<file path="config.mk">
export PLATFORM = sky130hd
export DESIGN_NAME = acc_core_seq_flat
export DESIGN_NICKNAME = d
export VERILOG_FILES = /design/src/rtl/acc_core_seq_if.sv /design/src/rtl/acc_core_seq.sv /design/src/flat_wrapper.sv
export SDC_FILE = /design/constraint.sdc
export NUM_CORES = 1
export LEC_CHECK = 0
export CAP_MARGIN = 20
export CORE_MARGIN = 8
export CORE_UTILIZATION = 40
export CTS_BUF_LIST = sky130_fd_sc_hd__clkbuf_8
export DETAILED_ROUTE_END_ITERATION = 12
export GPL_ROUTABILITY_DRIVEN = 0
export GPL_TIMING_DRIVEN = 1
export PLACE_DENSITY = 0.65
export SLEW_MARGIN = 20
export SYNTH_ARGS = -nofsm -noshare
export SYNTH_HDL_FRONTEND = slang
export SYNTH_SLANG_ARGS = --single-unit
</file>
<file path="constraint.sdc">
create_clock -name clk -period 2.7 [get_ports clk]
set_input_delay 0.405 -clock clk [delete_from_list [all_inputs] [get_ports clk]]
set_output_delay 0.405 -clock clk [all_outputs]
set_load 0.02 [all_outputs]
</file>
<file path="src/rtl/acc_core_seq_if.sv">
// rtl/acc_core_seq_if.sv - program/data RAM bus between the sequencer (master) and the RAM (slave)
interface acc_core_seq_if #(
    parameter int ADDR_W = 4,
    parameter int DATA_W = 8
);
    logic [ADDR_W-1:0] addr_ins;
    logic [ADDR_W-1:0] addr_data;
    logic              ram_we;
    logic [DATA_W-1:0] data_out;
    logic [DATA_W-1:0] mdr_ins;
    logic [DATA_W-1:0] mdr_data;

    modport master (
        output addr_ins, addr_data, ram_we, data_out,
        input  mdr_ins, mdr_data
    );

    modport slave (
        input  addr_ins, addr_data, ram_we, data_out,
        output mdr_ins, mdr_data
    );
endinterface

</file>
<file path="src/rtl/acc_core_seq.sv">
// rtl/acc_core_seq.sv - two-cycle-per-instruction accumulator sequencer; ILLEGAL_TRAP_EN halts on opcodes 1010-1111
module acc_core_seq #(
    parameter int ADDR_W = 4,
    parameter int DATA_W = 8,
    parameter int CNT_W  = 16
) (
    input  logic              clk,
    input  logic              rst_n,
    input  logic              start,
    acc_core_seq_if.master    bus,
    output logic [DATA_W-1:0] acc,
    output logic [ADDR_W-1:0] pc,
    output logic              busy,
    output logic              halted,
`ifdef ILLEGAL_TRAP_EN
    output logic              illegal,
`endif
    output logic [CNT_W-1:0]  instr_count
);

    typedef enum logic [1:0] {
        S_IDLE  = 2'd0,
        S_FETCH = 2'd1,
        S_EXEC  = 2'd2,
        S_HALT  = 2'd3
    } state_t;

    localparam logic [3:0] OP_CLA = 4'h0;
    localparam logic [3:0] OP_COM = 4'h1;
    localparam logic [3:0] OP_SHR = 4'h2;
    localparam logic [3:0] OP_CSL = 4'h3;
    localparam logic [3:0] OP_STP = 4'h4;
    localparam logic [3:0] OP_ADD = 4'h5;
    localparam logic [3:0] OP_STA = 4'h6;
    localparam logic [3:0] OP_LDA = 4'h7;
    localparam logic [3:0] OP_JMP = 4'h8;
    localparam logic [3:0] OP_BAN = 4'h9;

    state_t            state;
    state_t            state_nxt;
    logic [DATA_W-1:0] ir;
    logic [ADDR_W-1:0] ipc;
    logic [3:0]        op;
    logic [ADDR_W-1:0] operand;
    logic              op_illegal;

    assign op         = ir[DATA_W-1:ADDR_W];
    assign operand    = ir[ADDR_W-1:0];
    assign op_illegal = (op > OP_BAN);

    assign bus.addr_ins  = pc;
    assign bus.addr_data = operand;
    assign bus.data_out  = acc;

    always_ff @(posedge clk or negedge rst_n) begin
        if (!rst_n) begin
            state <= S_IDLE;
        end else begin
            state <= state_nxt;
        end
    end

    // ram_we is decoded from the registered state so a reset kills it without waiting for a clock.
    always_comb begin
        state_nxt  = state;
        busy       = 1'b0;
        halted     = 1'b0;
        bus.ram_we = 1'b0;
        case (state)
            S_IDLE, S_HALT: begin
                halted = (state == S_HALT);
                if (start) begin
                    state_nxt = S_FETCH;
                end
            end
            S_FETCH: begin
                busy      = 1'b1;
                state_nxt = S_EXEC;
            end
            S_EXEC: begin
                busy       = 1'b1;
                bus.ram_we = (op == OP_STA);
                state_nxt  = S_FETCH;
                if (op == OP_STP) begin
                    state_nxt = S_HALT;
                end
`ifdef ILLEGAL_TRAP_EN
                if (op_illegal) begin
                    state_nxt = S_HALT;
                end
`endif
            end
            default: state_nxt = S_IDLE;
        endcase
    end

    always_ff @(posedge clk or negedge rst_n) begin
        if (!rst_n) begin
            pc          <= '0;
            ipc         <= '0;
            acc         <= '0;
            ir          <= '0;
            instr_count <= '0;
`ifdef ILLEGAL_TRAP_EN
            illegal     <= 1'b0;
`endif
        end else begin
            case (state)
                S_IDLE, S_HALT: begin
                    if (start) begin
                        pc          <= '0;
                        ir          <= '0;
                        instr_count <= '0;
`ifdef ILLEGAL_TRAP_EN
                        illegal     <= 1'b0;
`endif
                    end
                end
                S_FETCH: begin
                    ir  <= bus.mdr_ins;
                    ipc <= pc;
                    pc  <= pc + ADDR_W'(1);
                end
                S_EXEC: begin
                    if (instr_count != '1) begin
                        instr_count <= instr_count + CNT_W'(1);
                    end
                    case (op)
                        OP_CLA: acc <= '0;
                        OP_COM: acc <= ~acc;
                        OP_SHR: acc <= {acc[DATA_W-1], acc[DATA_W-1:1]};
                        OP_CSL: acc <= {acc[DATA_W-2:0], acc[DATA_W-1]};
                        OP_ADD: acc <= acc + bus.mdr_data;
                        OP_LDA: acc <= bus.mdr_data;
                        OP_JMP: pc  <= operand;
                        // Branch offset is relative to the BAN itself, not to the already-incremented pc.
                        OP_BAN: if (acc[DATA_W-1]) pc <= ipc + operand;
                        default: begin
`ifdef ILLEGAL_TRAP_EN
                            if (op_illegal) begin
                                illegal <= 1'b1;
                            end
`endif
                        end
                    endcase
                end
                default: ;
            endcase
        end
    end

`ifndef ILLEGAL_TRAP_EN
    logic unused_illegal;
    assign unused_illegal = op_illegal;
`endif

endmodule

</file>
<file path="src/flat_wrapper.sv">
// flat-port wrapper written by rule: the top's interface ports become plain ports
module acc_core_seq_flat 
#(
    parameter int ADDR_W = 4,
    parameter int DATA_W = 8,
    parameter int CNT_W  = 16
)
  (clk, rst_n, start, acc, pc, busy, halted, instr_count, bus_addr_ins, bus_addr_data, bus_ram_we, bus_data_out, bus_mdr_ins, bus_mdr_data);
  acc_core_seq_if #(.ADDR_W(ADDR_W), .DATA_W(DATA_W)) bus_i ();
  input  logic clk;
  input  logic rst_n;
  input  logic start;
  output logic [DATA_W-1:0] acc;
  output logic [ADDR_W-1:0] pc;
  output logic busy;
  output logic halted;
  output logic [CNT_W-1:0] instr_count;
  output wire logic [$bits(bus_i.addr_ins)-1:0] bus_addr_ins;
  output wire logic [$bits(bus_i.addr_data)-1:0] bus_addr_data;
  output wire logic [$bits(bus_i.ram_we)-1:0] bus_ram_we;
  output wire logic [$bits(bus_i.data_out)-1:0] bus_data_out;
  input wire logic [$bits(bus_i.mdr_ins)-1:0] bus_mdr_ins;
  input wire logic [$bits(bus_i.mdr_data)-1:0] bus_mdr_data;
  assign bus_addr_ins = bus_i.addr_ins;
  assign bus_addr_data = bus_i.addr_data;
  assign bus_ram_we = bus_i.ram_we;
  assign bus_data_out = bus_i.data_out;
  assign bus_i.mdr_ins = bus_mdr_ins;
  assign bus_i.mdr_data = bus_mdr_data;
  acc_core_seq #(.ADDR_W(ADDR_W), .DATA_W(DATA_W), .CNT_W(CNT_W)) u_core (.clk(clk), .rst_n(rst_n), .start(start), .bus(bus_i), .acc(acc), .pc(pc), .busy(busy), .halted(halted), .instr_count(instr_count));
endmodule
</file>
After elaboration in Yosys (flattened, before gate mapping)
Cells that the tools add are included.

storage, ports and cells
  bits in registers = 42
  latch bits = 0
  memory bits (writable) = 0
  bits in read-only memories = 0
  input port bits = 19
  output and inout bits = 47
  word-level logic and storage cells = 59
  memories kept = 0

operators by class
  add/subtract/negate cells = 4
  multiply operators = 0
  divide/modulo/power cells = 0
  order comparisons = 0
  equal/unequal tests = 17
  shifts and indexed selects = 0
  mux-type cells = 16
  bitwise operators = 2
  reduce and logical (&&, ||, !) cells = 13

operator list
  operator                                                          number
  8-bit one-hot mux with 6 select lines                             1
  16-bit two-way mux                                                2
  16-bit one-hot mux with 2 select lines                            1
  16-bit by 1-bit adder with 16-bit output (second input constant)  1
  4-bit by 3-bit == test with 1-bit output (second input constant)  4
  16-bit != test (second input constant)                            1
  8-bit one-hot mux with 2 select lines                             1
  4-bit one-hot mux with 3 select lines                             1
  3-bit AND reduction                                               3
  8-bit adder                                                       1
  4-bit by 2-bit == test with 1-bit output (second input constant)  2
  4-bit == test (second input constant)                             2
  4-bit two-way mux                                                 2
  8-bit two-way mux                                                 1
  8-bit NOT                                                         1
  4-bit one-hot mux with 2 select lines                             1
  2-bit one-hot mux with 3 select lines                             1
  6-bit nonzero test                                                1
  5-bit nonzero test                                                1
  4-bit by 1-bit adder with 4-bit output (second input constant)    1
  4-bit adder                                                       1
  2-bit == test (second input constant)                             2
  4-bit by 1-bit == test with 1-bit output (second input constant)  1
  4-bit zero test                                                   1
  other kinds (12)                                                  18

Logic depth before layout (Yosys ltp)
  depth in word-level cells = 4
  gate-level depth with buffers = 9
  gate-level depth less buffers = 8

Worst setup path after synthesis
No wires, ideal clock.

  path type = reg-to-output
  start point = register u_core.state[0]
  end point = output port bus_ram_we
  arrival = 1.769 ns
  data required time = 2.295 ns
  path slack = 0.526 ns
  cell stages (with the launch flop) = 8
  path buffers = 2
  cells stage by stage = dfrtp_1 > inv_1 > ha_1 > clkbuf_1 > nor2b_1 > clkbuf_1 > nand2_1 > nor3_1

between the ends
  cells in the longest elaborated chain, start to end = 2

RTL lines
  element                   RTL line            RTL
  start: declaration        acc_core_seq.sv:39  state_t state;
  start signal: assignment  acc_core_seq.sv:59  state <= state_nxt;
  2-bit == test             acc_core_seq.sv:69  case (state)
  1-bit two-way mux         acc_core_seq.sv:69
  end: declaration          flat_wrapper.sv:20  output wire logic [$bits(bus_i.ram_we)-1:0] bus_ram_we;

Every way passes these cells.

Worst setup path after layout
  start point = register u_core.state[0]
  end point = register u_core.instr_count[0]

between the ends
  cells in the longest elaborated chain, start to end = 4

RTL lines
  element                                                        RTL line             RTL
  2-bit == test or 2-bit zero test (tied branches)               acc_core_seq.sv:108  case (state)
  2-bit OR reduction                                             acc_core_seq.sv:108
  2-bit != test (no line) or 2-bit nonzero test (tied branches)  n/a
  3-bit AND reduction (no line)                                  n/a
  end signal: assignment                                         acc_core_seq.sv:126  instr_count <= instr_count + CNT_W'(1);
  end: declaration                                               acc_core_seq.sv:18   output logic [CNT_W-1:0] instr_count

Several ways; a longest one is shown, not always the timed one.
A chain may end at the register's enable or synchronous reset.

==> impl_metrics.json <==
{
  "drcViolationCount": 0,
  "yosysUniqueCellTypes": 58,
  "synth_async_sr_flop_share": 1.000,
  "yosys_register_bits": 42,
  "ctsHoldBuffers": 0,
  "fp-row-count": 32,
  "final_nets": 436,
  "timing_max_transition_violations_final": 0,
  "rsz_0062_raised_after_global_routing": "no",
  "chipHeight_um": 103.8,
  "worst_setup_path_endpoint": "u_core.instr_count[0]",
  "peakVddDrop_v": 0.0004446,
  "final_min_period_over_clock_period": 0.8660,
  "post_cts_clock_slew_at_the_launch_and_capture_registers_of_the_worst_setup_and_hold_paths_ns": 0.08,
  "synthCells": 352,
  "cp_top_family": "simple AND/OR/NAND/NOR gates",
  "numPortBuffers": 65,
  "gr-usage-all-layers": 0.1480,
  "final_setup_viols": 0,
  "placement.setup.worst_slack_ns": 0.2810,
  "post_synth_instance_area_um2": 3087,
  "synth_fp_nets": 389,
  "met3WireLength_um": 412,
  "critical_path.slowest_cell": "sky130_fd_sc_hd__or3_1",
  "ff2ff_setup_slack_ns": 0.36,
  "grt_pass1_wl_um": 13610,
  "worstPathMaxFanout": 8,
  "viasPerCell": 5.588,
  "dr_wl_met2_um": 3766,
  "clk_latency_ns": 0.29,
  "hold_path.class": "primary input to asynchronous set/reset pin",
  "max-slew-margin-rel": 0.5769,
  "clkSinkCount": 42,
  "pin_count_of_the_biggest_net_entering_global_routing": 43,
  "sw_frac_of_total": 0.4677,
  "grt_pass1_vias": 2750,
  "antenna_cells": 0,
  "clock_tree.htree_level_count": 2,
  "maxUsedRoutingLayer": "met4",
  "critical_path_cell_count": 7,
  "r2r-start": "u_core.state[0]",
  "timing.reg2reg.worst_path_depth": 7,
  "setup_total_negative_slack_ns": 0,
  "syn_area_per_cell_um2": 8.769,
  "area.growth.synth_to_final_pct": 24.16,
  "synth_top_flop_cell": "sky130_fd_sc_hd__dfrtp_1",
  "tritoncts_clock_tree": "built",
  "fin_hold_ws_ns": 0.08346,
  "initial_core_util": 0.4058,
  "timing.critical_path.slowest_cell_delay_ns": 0.51,
  "synth.yosys.warnings": 0,
  "average_routed_wire_per_standard_cell_um": 15.97,
  "worst_clock_skew_ns": 0.004615,
  "post-dp-hpwl_um": 5933,
  "grt_antenna_before_repair": 0,
  "placeableCoreArea_um2": 7607,
  "comb_power_share": 0.617,
  "power.share.sequential": 0.273,
  "layout_common_cells": "63 x sky130_fd_sc_hd__clkdlybuf4s50_1, 42 x sky130_fd_sc_hd__dfrtp_1, 30 x sky130_fd_sc_hd__nand2_1",
  "synth_enable_flop_cells": 0,
  "worst-path-buf-inv": 1,
  "antenna_violating_nets_post_route": 0,
  "cp_data_arrival_time_ns": 2.54,
  "drv.max_cap_violation_count": 0,
  "cell_internal_pwr_mw": 2.061,
  "chipWidth_um": 103.8,
  "cts_root_buffer": "sky130_fd_sc_hd__clkbuf_8",
  "die-area_um2": 10780,
  "worstSetupPathType": "register to register",
  "startpoint": "u_core.state[0]",
  "drive_above_1_share": 0.07500,
  "clock.fmax_ghz": 0.4277,
  "r2r-end": "u_core.instr_count[0]",
  "total_clock_buffers_created_by_cts": 5,
  "globalRoute.totalOverflow": 0,
  "postCtsSetupBuffers": 0,
  "firstDrtPassIters": 5,
  "status": "finished clean",
  "finalWorstPathRequiredPeriod_ns": 2.338,
  "ctsLongestPathBuffers": 2,
  "end_kind": "register",
  "route.vias.total": 2805,
  "crit_chain": "inv_1, ha_1, nand3_1, or4_4, or3_1, and3_4, a221oi_2",
  "synth_sequential_area_ratio": 0.3405,
  "startpoint_type": "register",
  "finalWorstSetupSlack_ns": 0.3618,
  "tightest_slew_ns": 0.6304,
  "route.layer.met1.wl_um": 3752,
  "drt_first_iter_violations": 164,
  "final_common_cell": "sky130_fd_sc_hd__clkdlybuf4s50_1",
  "critPathRequiredTime_ns": 2.91,
  "power_leakage_nw": 1.579,
  "endpoints_failing_hold": 0,
  "total_power_mw": 3.871,
  "p_sw_mw": 1.811,
  "power_frac_clock": 0.109,
  "power_density_nw_per_um2": 1010,
  "wl_um": 8019,
  "boundaryPins": 66
}
## power by group through the flow
stage	Combinational [mW]	Clock [mW]	Sequential, mW
6_report	2.39	0.423	1.06
5_1_grt	2.63	0.465	1.10
4_1_cts	2.40	0.435	1.06
3_5_place_dp	2.39	0	1.07
3_3_place_gp	2.36	0	1.07
2_1_floorplan	1.64	0	1.09
## worst min path at each step
| stage | end | slack [ns] | cells past startpoint |
|---|---|---|---|
| global route | u_core.instr_count[10] | 0.14 | 1 |
| detailed placement | u_core.ipc[0] | 0.51 | 1 |
| finish | u_core.instr_count[8] | 0.08 | 1 |
| global placement | u_core.ipc[0] | 0.50 | 1 |
| CTS | u_core.instr_count[9] | 0.30 | 1 |
| floorplan | u_core.acc[0] | 0.11 | 0 |
## final cells by class
type	instances	area [um2]
timing repair buffer	75	725.7
clock inverter	2	8.758
multi-input combinational	259	1777
fill	717	3775
clock buffer	6	82.58
tap	102	127.6
sequential	42	1051
inverter	16	60.06
## registers in the layout (all words and copies together) (netlist names)
name                 flops
u_core.state             2
u_core.ir                8
u_core.acc               8
u_core.ipc               4
u_core.bus.addr_ins      4
u_core.instr_count      16
## layer usage
layer	track usage	up-vias
met2	0.2411	81
met5	0	-
met4	0.04033	0
li1	-	1384
met1	0.1918	1334
met3	0.03346	6
## metrics by stage
stage | cells | util | instance area (um2)
4_1_cts | 502 | 0.5031 | 3827
6_report | 502 | 0.5038 | 3832
3_3_place_gp | 494 | 0.4911 | 3736
2_1_floorplan | 352 | - | 3087
3_5_place_dp | 494 | 0.4911 | 3736
5_1_grt | 502 | 0.5038 | 3832
## worst reg2reg max path, stage by stage, from the launching register on
cell	delay (ns)
sky130_fd_sc_hd__dfrtp_1	0.43
sky130_fd_sc_hd__inv_1	0.08
sky130_fd_sc_hd__ha_1	0.24
sky130_fd_sc_hd__nand3_1	0.14
sky130_fd_sc_hd__or4_4	0.46
sky130_fd_sc_hd__or3_1	0.51
sky130_fd_sc_hd__and3_4	0.23
sky130_fd_sc_hd__a221oi_2	0.16
## cells in the mapped netlist, drive strengths merged, types with 7 or more instances
master,instances,area [um2]
dfrtp,42,1051
nand2,30,112.6
o21ai,25,125.1
nor2,22,82.58
buf,19,138.9
a21oi,16,80.08
clkbuf,16,60.06
ha,16,200.2
inv,16,60.06
nand3,13,70.07
mux2i,11,110.1
nor3,11,55.05
a22oi,10,75.07
xnor2,8,70.07
xor2,7,61.31
## kinds of logic after synthesis
family,after synthesis,synth area share
AND/OR/NAND/NOR,108,0.1775
multiplexers,16,0.05391
XOR/XNOR,15,0.04256
flip-flops,42,0.3405
AO/OA/AOI/OAI,102,0.2238
adder cells (fa/ha/maj),18,0.07783
buffers and inverters,51,0.08391
## repair_timing
item	CTS	global route
resized for setup	0	1
endpoints found under the setup margin	0	1
hold endpoints to repair	0	0
(Power assumes the default switching activity.)
